===== config.mk =====
export PLATFORM = sky130hd
export DESIGN_NAME = ads1256_sampler
export DESIGN_NICKNAME = d
export VERILOG_FILES = /design/src/rtl/ads1256_sampler_pkg.sv /design/src/rtl/ads1256_sampler_sync2.sv /design/src/rtl/ads1256_sampler.sv
export SDC_FILE = /design/constraint.sdc
export NUM_CORES = 1
export LEC_CHECK = 0
export CORE_MARGIN = 1.5
export CORE_UTILIZATION = 45
export CTS_CLUSTER_DIAMETER = 30
export DETAILED_ROUTE_END_ITERATION = 8
export HOLD_SLACK_MARGIN = 0.05
export PLACE_DENSITY_LB_ADDON = 0.1
export SLEW_MARGIN = 20
export SYNTH_ARGS = -nofsm -noshare
export SYNTH_HDL_FRONTEND = slang
export SYNTH_HIERARCHICAL = 1
export SYNTH_SLANG_ARGS = --single-unit

===== constraint.sdc =====
create_clock -name clock_i -period 2.2 [get_ports clock_i]
set_input_delay 0.55 -clock clock_i [delete_from_list [all_inputs] [get_ports clock_i]]
set_output_delay 0.55 -clock clock_i [all_outputs]
set_load 0.01 [all_outputs]

===== src/rtl/ads1256_sampler_pkg.sv =====
// Shared SPI/ADS1256 definitions: SPI core mode, ADS1256 command bytes,
// sampler state encoding and a counter-width helper.
package ads1256_sampler_pkg;

    // Direction of the byte the SPI core is currently moving
    typedef enum logic {
        SPI_TX = 1'b0,
        SPI_RX = 1'b1
    } spi_mode_t;

    // ADS1256 command opcodes
    localparam logic [7:0] CMD_RDATA  = 8'h01;
    localparam logic [7:0] CMD_RDATAC = 8'h03;
    localparam logic [7:0] CMD_SDATAC = 8'h0F;

    // Sampler sequencing states
    typedef enum logic [2:0] {
        IDLE      = 3'd0,
        WAIT_DRDY = 3'd1,
        CMD       = 3'd2,
        CMD_WAIT  = 3'd3,
        T6        = 3'd4,
        RD        = 3'd5,
        RD_WAIT   = 3'd6,
        DONE      = 3'd7
    } state_t;

    // Bits needed to count 0 .. n-1 (at least one bit)
    function automatic int unsigned cnt_width(input int unsigned n);
        return (n > 1) ? $clog2(n) : 1;
    endfunction

endpackage


===== src/rtl/ads1256_sampler_sync2.sv =====
// Two-flop synchronizer for a single asynchronous level input.
// Both flops reset to RESET_VAL so the output starts in a known state.
module sync2 #(
    parameter bit RESET_VAL = 1'b1
) (
    input  logic clock_i,
    input  logic reset_i,
    input  logic d_i,
    output logic q_o
);

    logic r_meta;
    logic r_sync;

    // Resample the asynchronous input twice before anything uses it
    always_ff @(posedge clock_i) begin
        if (reset_i) begin
            r_meta <= RESET_VAL;
            r_sync <= RESET_VAL;
        end else begin
            r_meta <= d_i;
            r_sync <= r_meta;
        end
    end

    assign q_o = r_sync;

endmodule


===== src/rtl/ads1256_sampler.sv =====
// ADS1256 single/continuous sample sequencer. Waits for DRDY, issues RDATA,
// honours the t6 command-to-data delay, then reads three bytes through the
// external SPI byte core and presents a 24-bit two's complement sample.
module ads1256_sampler
    import ads1256_sampler_pkg::*;
#(
    parameter int unsigned T6_CYCLES    = 700,
    parameter int unsigned DRDY_TIMEOUT = 2_000_000
) (
    input  logic        clock_i,
    input  logic        reset_i,
    input  logic        start_i,
    input  logic        continuous_i,
    input  logic        drdy_l_i,
    output logic        spi_start_o,
    output logic [7:0]  spi_tx_o,
    output spi_mode_t   spi_mode_o,
    input  logic        spi_done_i,
    input  logic [7:0]  spi_rx_i,
    output logic        cs_l_o,
    output logic [23:0] sample_o,
    output logic        sample_valid_o,
    output logic        busy_o,
    output logic        timeout_o
);

    localparam int unsigned TMO_W = cnt_width(DRDY_TIMEOUT);
    localparam int unsigned T6_W  = cnt_width(T6_CYCLES);
    localparam logic [TMO_W-1:0] TMO_LAST = TMO_W'(DRDY_TIMEOUT - 1);
    localparam logic [T6_W-1:0]  T6_LAST  = T6_W'(T6_CYCLES - 1);

    state_t            r_state;
    state_t            w_state_nx;
    logic              w_drdy_l;
    logic [TMO_W-1:0]  r_tmo_cnt;
    logic [T6_W-1:0]   r_t6_cnt;
    logic [1:0]        r_byte_cnt;
    // First two received bytes; the third completes the word on arrival
    logic [15:0]       r_shift;
    logic [23:0]       w_word;
    logic [23:0]       r_sample;
    logic              r_timeout;
    logic              w_tmo_hit;
    logic              w_t6_hit;
    logic              w_last_byte;
    logic              w_rx_byte;

    sync2 #(
        .RESET_VAL (1'b1)
    ) u_drdy_sync (
        .clock_i (clock_i),
        .reset_i (reset_i),
        .d_i     (drdy_l_i),
        .q_o     (w_drdy_l)
    );

    assign w_tmo_hit   = (r_tmo_cnt == TMO_LAST);
    assign w_t6_hit    = (r_t6_cnt == T6_LAST);
    assign w_last_byte = (r_byte_cnt == 2'd2);
    assign w_rx_byte   = (r_state == RD_WAIT) && spi_done_i;
    assign w_word      = {r_shift, spi_rx_i};

    // State register
    always_ff @(posedge clock_i) begin
        if (reset_i) begin
            r_state <= IDLE;
        end else begin
            r_state <= w_state_nx;
        end
    end

    // Next-state decode; spi_done_i only matters in the two wait states
    always_comb begin
        w_state_nx = r_state;
        unique case (r_state)
            IDLE:      if (start_i || continuous_i) w_state_nx = WAIT_DRDY;
            WAIT_DRDY: begin
                if (!w_drdy_l)      w_state_nx = CMD;
                else if (w_tmo_hit) w_state_nx = IDLE;
            end
            CMD:       w_state_nx = CMD_WAIT;
            CMD_WAIT:  if (spi_done_i) w_state_nx = T6;
            T6:        if (w_t6_hit) w_state_nx = RD;
            RD:        w_state_nx = RD_WAIT;
            RD_WAIT:   if (spi_done_i) w_state_nx = w_last_byte ? DONE : RD;
            DONE:      w_state_nx = continuous_i ? WAIT_DRDY : IDLE;
            default:   w_state_nx = IDLE;
        endcase
    end

    // Outputs decoded from the current state; CS stays low CMD..RD_WAIT
    always_comb begin
        spi_start_o    = 1'b0;
        spi_tx_o       = 8'h00;
        spi_mode_o     = SPI_TX;
        cs_l_o         = 1'b1;
        sample_valid_o = 1'b0;
        busy_o         = 1'b1;
        unique case (r_state)
            IDLE:      busy_o = 1'b0;
            WAIT_DRDY: busy_o = 1'b1;
            CMD: begin
                cs_l_o      = 1'b0;
                spi_start_o = 1'b1;
                spi_tx_o    = CMD_RDATA;
            end
            CMD_WAIT:  cs_l_o = 1'b0;
            T6:        cs_l_o = 1'b0;
            RD: begin
                cs_l_o      = 1'b0;
                spi_start_o = 1'b1;
                spi_mode_o  = SPI_RX;
            end
            RD_WAIT: begin
                cs_l_o     = 1'b0;
                spi_mode_o = SPI_RX;
            end
            DONE:      sample_valid_o = 1'b1;
            default:   busy_o = 1'b0;
        endcase
    end

    // Counters, byte assembly, sample register and sticky timeout flag
    always_ff @(posedge clock_i) begin
        if (reset_i) begin
            r_tmo_cnt  <= '0;
            r_t6_cnt   <= '0;
            r_byte_cnt <= '0;
            r_shift    <= '0;
            r_sample   <= '0;
            r_timeout  <= 1'b0;
        end else begin
            r_tmo_cnt <= (r_state == WAIT_DRDY) ? r_tmo_cnt + 1'b1 : '0;
            r_t6_cnt  <= (r_state == T6) ? r_t6_cnt + 1'b1 : '0;

            if (r_state == CMD) begin
                r_byte_cnt <= '0;
            end else if (w_rx_byte) begin
                r_shift    <= w_word[15:0];
                r_byte_cnt <= w_last_byte ? 2'd0 : r_byte_cnt + 2'd1;
            end

            // The sample is written as the last byte lands so it is already
            // stable during the DONE cycle that flags it valid
            if (w_rx_byte && w_last_byte) begin
                r_sample <= w_word;
            end

            if ((r_state == IDLE) && start_i) begin
                r_timeout <= 1'b0;
            end else if ((r_state == WAIT_DRDY) && w_drdy_l && w_tmo_hit) begin
                r_timeout <= 1'b1;
            end
        end
    end

    assign sample_o  = r_sample;
    assign timeout_o = r_timeout;

endmodule

==> metrics.txt <==
global route overflow 0; arrival time worst endpoint between 1.5 and 2 ns; Yosys Warn Count 6; Clock Pin Slew Worst Setup and Hold Paths approximately 0.070 ns; Comb pwr share 0.112; Max Root-Sink Buffers 2; DRT Pass-1 Iters 4; period utilisation layout 0.943; clk_lat worst skew approximately 0.34 ns; Reg2Reg Launch Point r_t6_cnt[0]; predominant post-synthesis flop cell dfxtp_1; hold path depth 1; pwr dens about 730 nW/µm²; drt via density 5.01; Crit path required time roughly 1.7 ns; final setup TNS 0 ns; Period minus WS final between 2 and 2.5 ns; wire length per cell 12.0 µm; RSZ-0062 raised after global routing no; internal cell power 2.21 mW; Total Nets Final 452; gr busiest metal met2; Final setup viols 0; DPL Wire Length roughly 4400 µm; fin util 0.589; first-pass GRT wire length between 10000 and 15000 µm; Die Y 87.9 µm; fmax ~0.48 GHz; Boundary Pins 52; Register-to-Register Path Depth 6; maximum vdd drop ~0.00045 V; R2R setup slack roughly 0.51 ns; Worst Hold End u_drdy_sync/q_o; initial DRC count 134; routed wire length 6430 µm; R2R Path End r_state[1]; Cell Area, Synth ~3200 µm²; HP Start u_drdy_sync/r_meta; post-route antenna net violation count 0; CP max stage cell clkdlybuf4s50_1; fraction of registers with async set/reset 0; clk_skew ~0.0086 ns; post-synthesis sequential area ratio 0.488; clock sinks 79; CTS tree done; Starting Density 0.472; Hold-fix buffers, CTS 0; grt met3 use 0.0311; Net Switching roughly 740 µW; Clk pwr share 0.382; row count 30; EDFF count, synth 0; layout cells sized above 1 0.109; crit-path max FO 7; Hold Path Class reg -> reg; Largest stage delay, worst path about 0.55 ns; DR DRC count 0; initial antenna violation count 0; IO buf count 44; synthesis-to-layout area growth 24.9%; fill count around 660; Sw Share 0.249; met2 GRT Util 0.282; Num CTS Buffers 9; crit start category flop; Pins Over Slew Limit 0; GRT Total Usage 0.179; Reg power frac 0.507; routability cong. 0.832; DIE WIDTH between 80 and 90 µm; Avg Inst Size Synth 8.37 µm²; antenna cell count 0; die area a little under 8000 µm²; number of global-route vias before repair roughly 2500; core area ~7000 µm²; Root Buffer clkbuf_8; Cells after Synth between 300 and 400; overall power roughly 3 mW; met1 usage 0.240; Final Hold Fails 0; CP endpoint kind primary output; status finished clean; H-Tree Depth 3; #FFs+latches synth 79; Max-Cap Viols 0; Netlist cell types 43; Static Leakage between 1 and 1.5 nW; largest net degree at the start of global routing 43; critical path class reg -> out; Critical Path, Cell by Cell nand2_1 -> nor2_1 -> clkdlybuf4s50_1; vias post-DR between 2000 and 3000
## critical path: cells and delay by family, from the launching register on
kind	cells	cell delay, ns
AND/OR/NAND/NOR	2	0.25
flip-flops	1	0.40
buffers and inverters	1	0.55
## stage by stage
step,cells,cell area (µm²),hold WS (ns),setup slack [ns]
floorplan,393,3260,0.383,0.568
global placement,518,3780,0.386,0.0958
detailed placement,518,3780,0.393,0.0390
CTS,537,4040,0.415,0.0176
global route,537,4050,0.425,0.0286
finish,537,4050,0.412,0.126
## layer usage
| metal | vias to the layer above | part of all wire |
|---|---|---|
| met2 | 48 | 0.45 |
| li1 | 1371 | - |
| met3 | 8 | 0.032 |
| met4 | 0 | 0.015 |
| met1 | 1266 | 0.50 |
| met5 | - | 0 |
## kinds of logic (layout without fill, tap and decap cells)
| family | after synthesis | in the layout | synth area share |
|---|---|---|---|
| and+or+nand+nor | 188 | 188 | 0.278 |
| DFF | 79 | 79 | 0.488 |
| AOI/OAI and AO/OA | 59 | 59 | 0.104 |
| buffers and inverters | 32 | 80 | 0.0502 |
| xor gates and xnor gates | 26 | 26 | 0.0703 |
| adders and majority gates | 2 | 2 | 0.00772 |
| other | 1 | 7 | 0.00116 |
## layout make-up
type / instances / area (µm²) / area share
Clock buffer: 11 / 151 / 0.0374
Sequential cell: 79 / 1590 / 0.394
Tap cell: 96 / 120 / 0.0297
Clock inverter: 5 / 63.8 / 0.0158
Multi-Input combinational cell: 282 / 1530 / 0.379
Inverter: 6 / 22.5 / 0.00556
Timing Repair Buffer: 58 / 563 / 0.139
## repair_timing
action | in CTS | in global routing
resized for setup | 11 | 4
setup endpoints to repair | 6 | 4
pin swaps | 1 | 0
setup buffers | 3 | 0
gates cloned | 0 | 0
## power groups by stage
stage          logic [mW]  registers (mW)  clock network (mW)
2_1_floorplan       0.212            1.49                   0
3_3_place_gp        0.309            1.52                   0
3_5_place_dp        0.308            1.52                   0
4_1_cts             0.335            1.49                1.16
5_1_grt             0.361            1.50                1.22
6_report            0.329            1.49                1.13
## worst max path at each step
stage                from             end  slack, ns  cells past startpoint
3_3_place_gp   r_state[0]     spi_start_o        0.1                      4
5_1_grt        r_state[1]  sample_valid_o       0.03                      3
3_5_place_dp   spi_done_i     sample_o[6]       0.04                      6
6_report       r_state[1]  sample_valid_o       0.13                      3
4_1_cts        r_state[0]     spi_tx_o[0]       0.02                      4
2_1_floorplan  r_state[0]     spi_start_o       0.57                      4
## placed cells by master (no fill, tap or decap), drive strengths merged, types with 2 or more instances in the layout
master | synthesis | routed
dlygate4sd2 | 0 | 2
nor4 | 2 | 2
buf | 17 | 14
ha | 2 | 2
nor3 | 7 | 7
nor2 | 42 | 42
a21oi | 49 | 49
xnor2 | 10 | 10
inv | 6 | 8
nand2 | 89 | 89
dlymetal6s2s | 0 | 3
and3 | 6 | 6
nand2b | 3 | 3
nand4 | 7 | 7
clkbuf | 9 | 11
nor3b | 3 | 3
o21bai | 2 | 2
a41oi | 2 | 2
clkdlybuf4s50 | 0 | 39
xor2 | 16 | 16
a211oi | 2 | 2
conb | 1 | 7
or2 | 6 | 6
o21ai | 2 | 2
nand3 | 14 | 14
and4 | 2 | 2
dfxtp | 79 | 79
## cells in the mapped netlist (all sizes together), types with 2 or more instances
master | instances | area share
nand3 | 14 | 0.025
a41oi | 2 | 0.0054
dfxtp | 79 | 0.49
nor3b | 3 | 0.0085
nand2b | 3 | 0.0058
a21oi | 49 | 0.076
nor2 | 42 | 0.049
ha | 2 | 0.0077
or2 | 6 | 0.012
nor3 | 7 | 0.011
clkbuf | 9 | 0.010
a211oi | 2 | 0.0062
xor2 | 16 | 0.043
nor4 | 2 | 0.010
o21ai | 2 | 0.0031
nand4 | 7 | 0.017
and4 | 2 | 0.0062
o21bai | 2 | 0.0046
xnor2 | 10 | 0.027
inv | 6 | 0.0069
buf | 17 | 0.033
and3 | 6 | 0.012
nand2 | 89 | 0.10
## flip-flops by register name, summed over array words and instances (netlist names)
| register | flops |
|---|---|
| r_byte_cnt | 2 |
| r_shift | 16 |
| u_drdy_sync/r_meta | 1 |
| r_state | 3 |
| timeout_o | 1 |
| r_tmo_cnt | 21 |
| r_t6_cnt | 10 |
| u_drdy_sync/q_o | 1 |
| sample_o | 24 |
(Power assumes the default switching activity.)
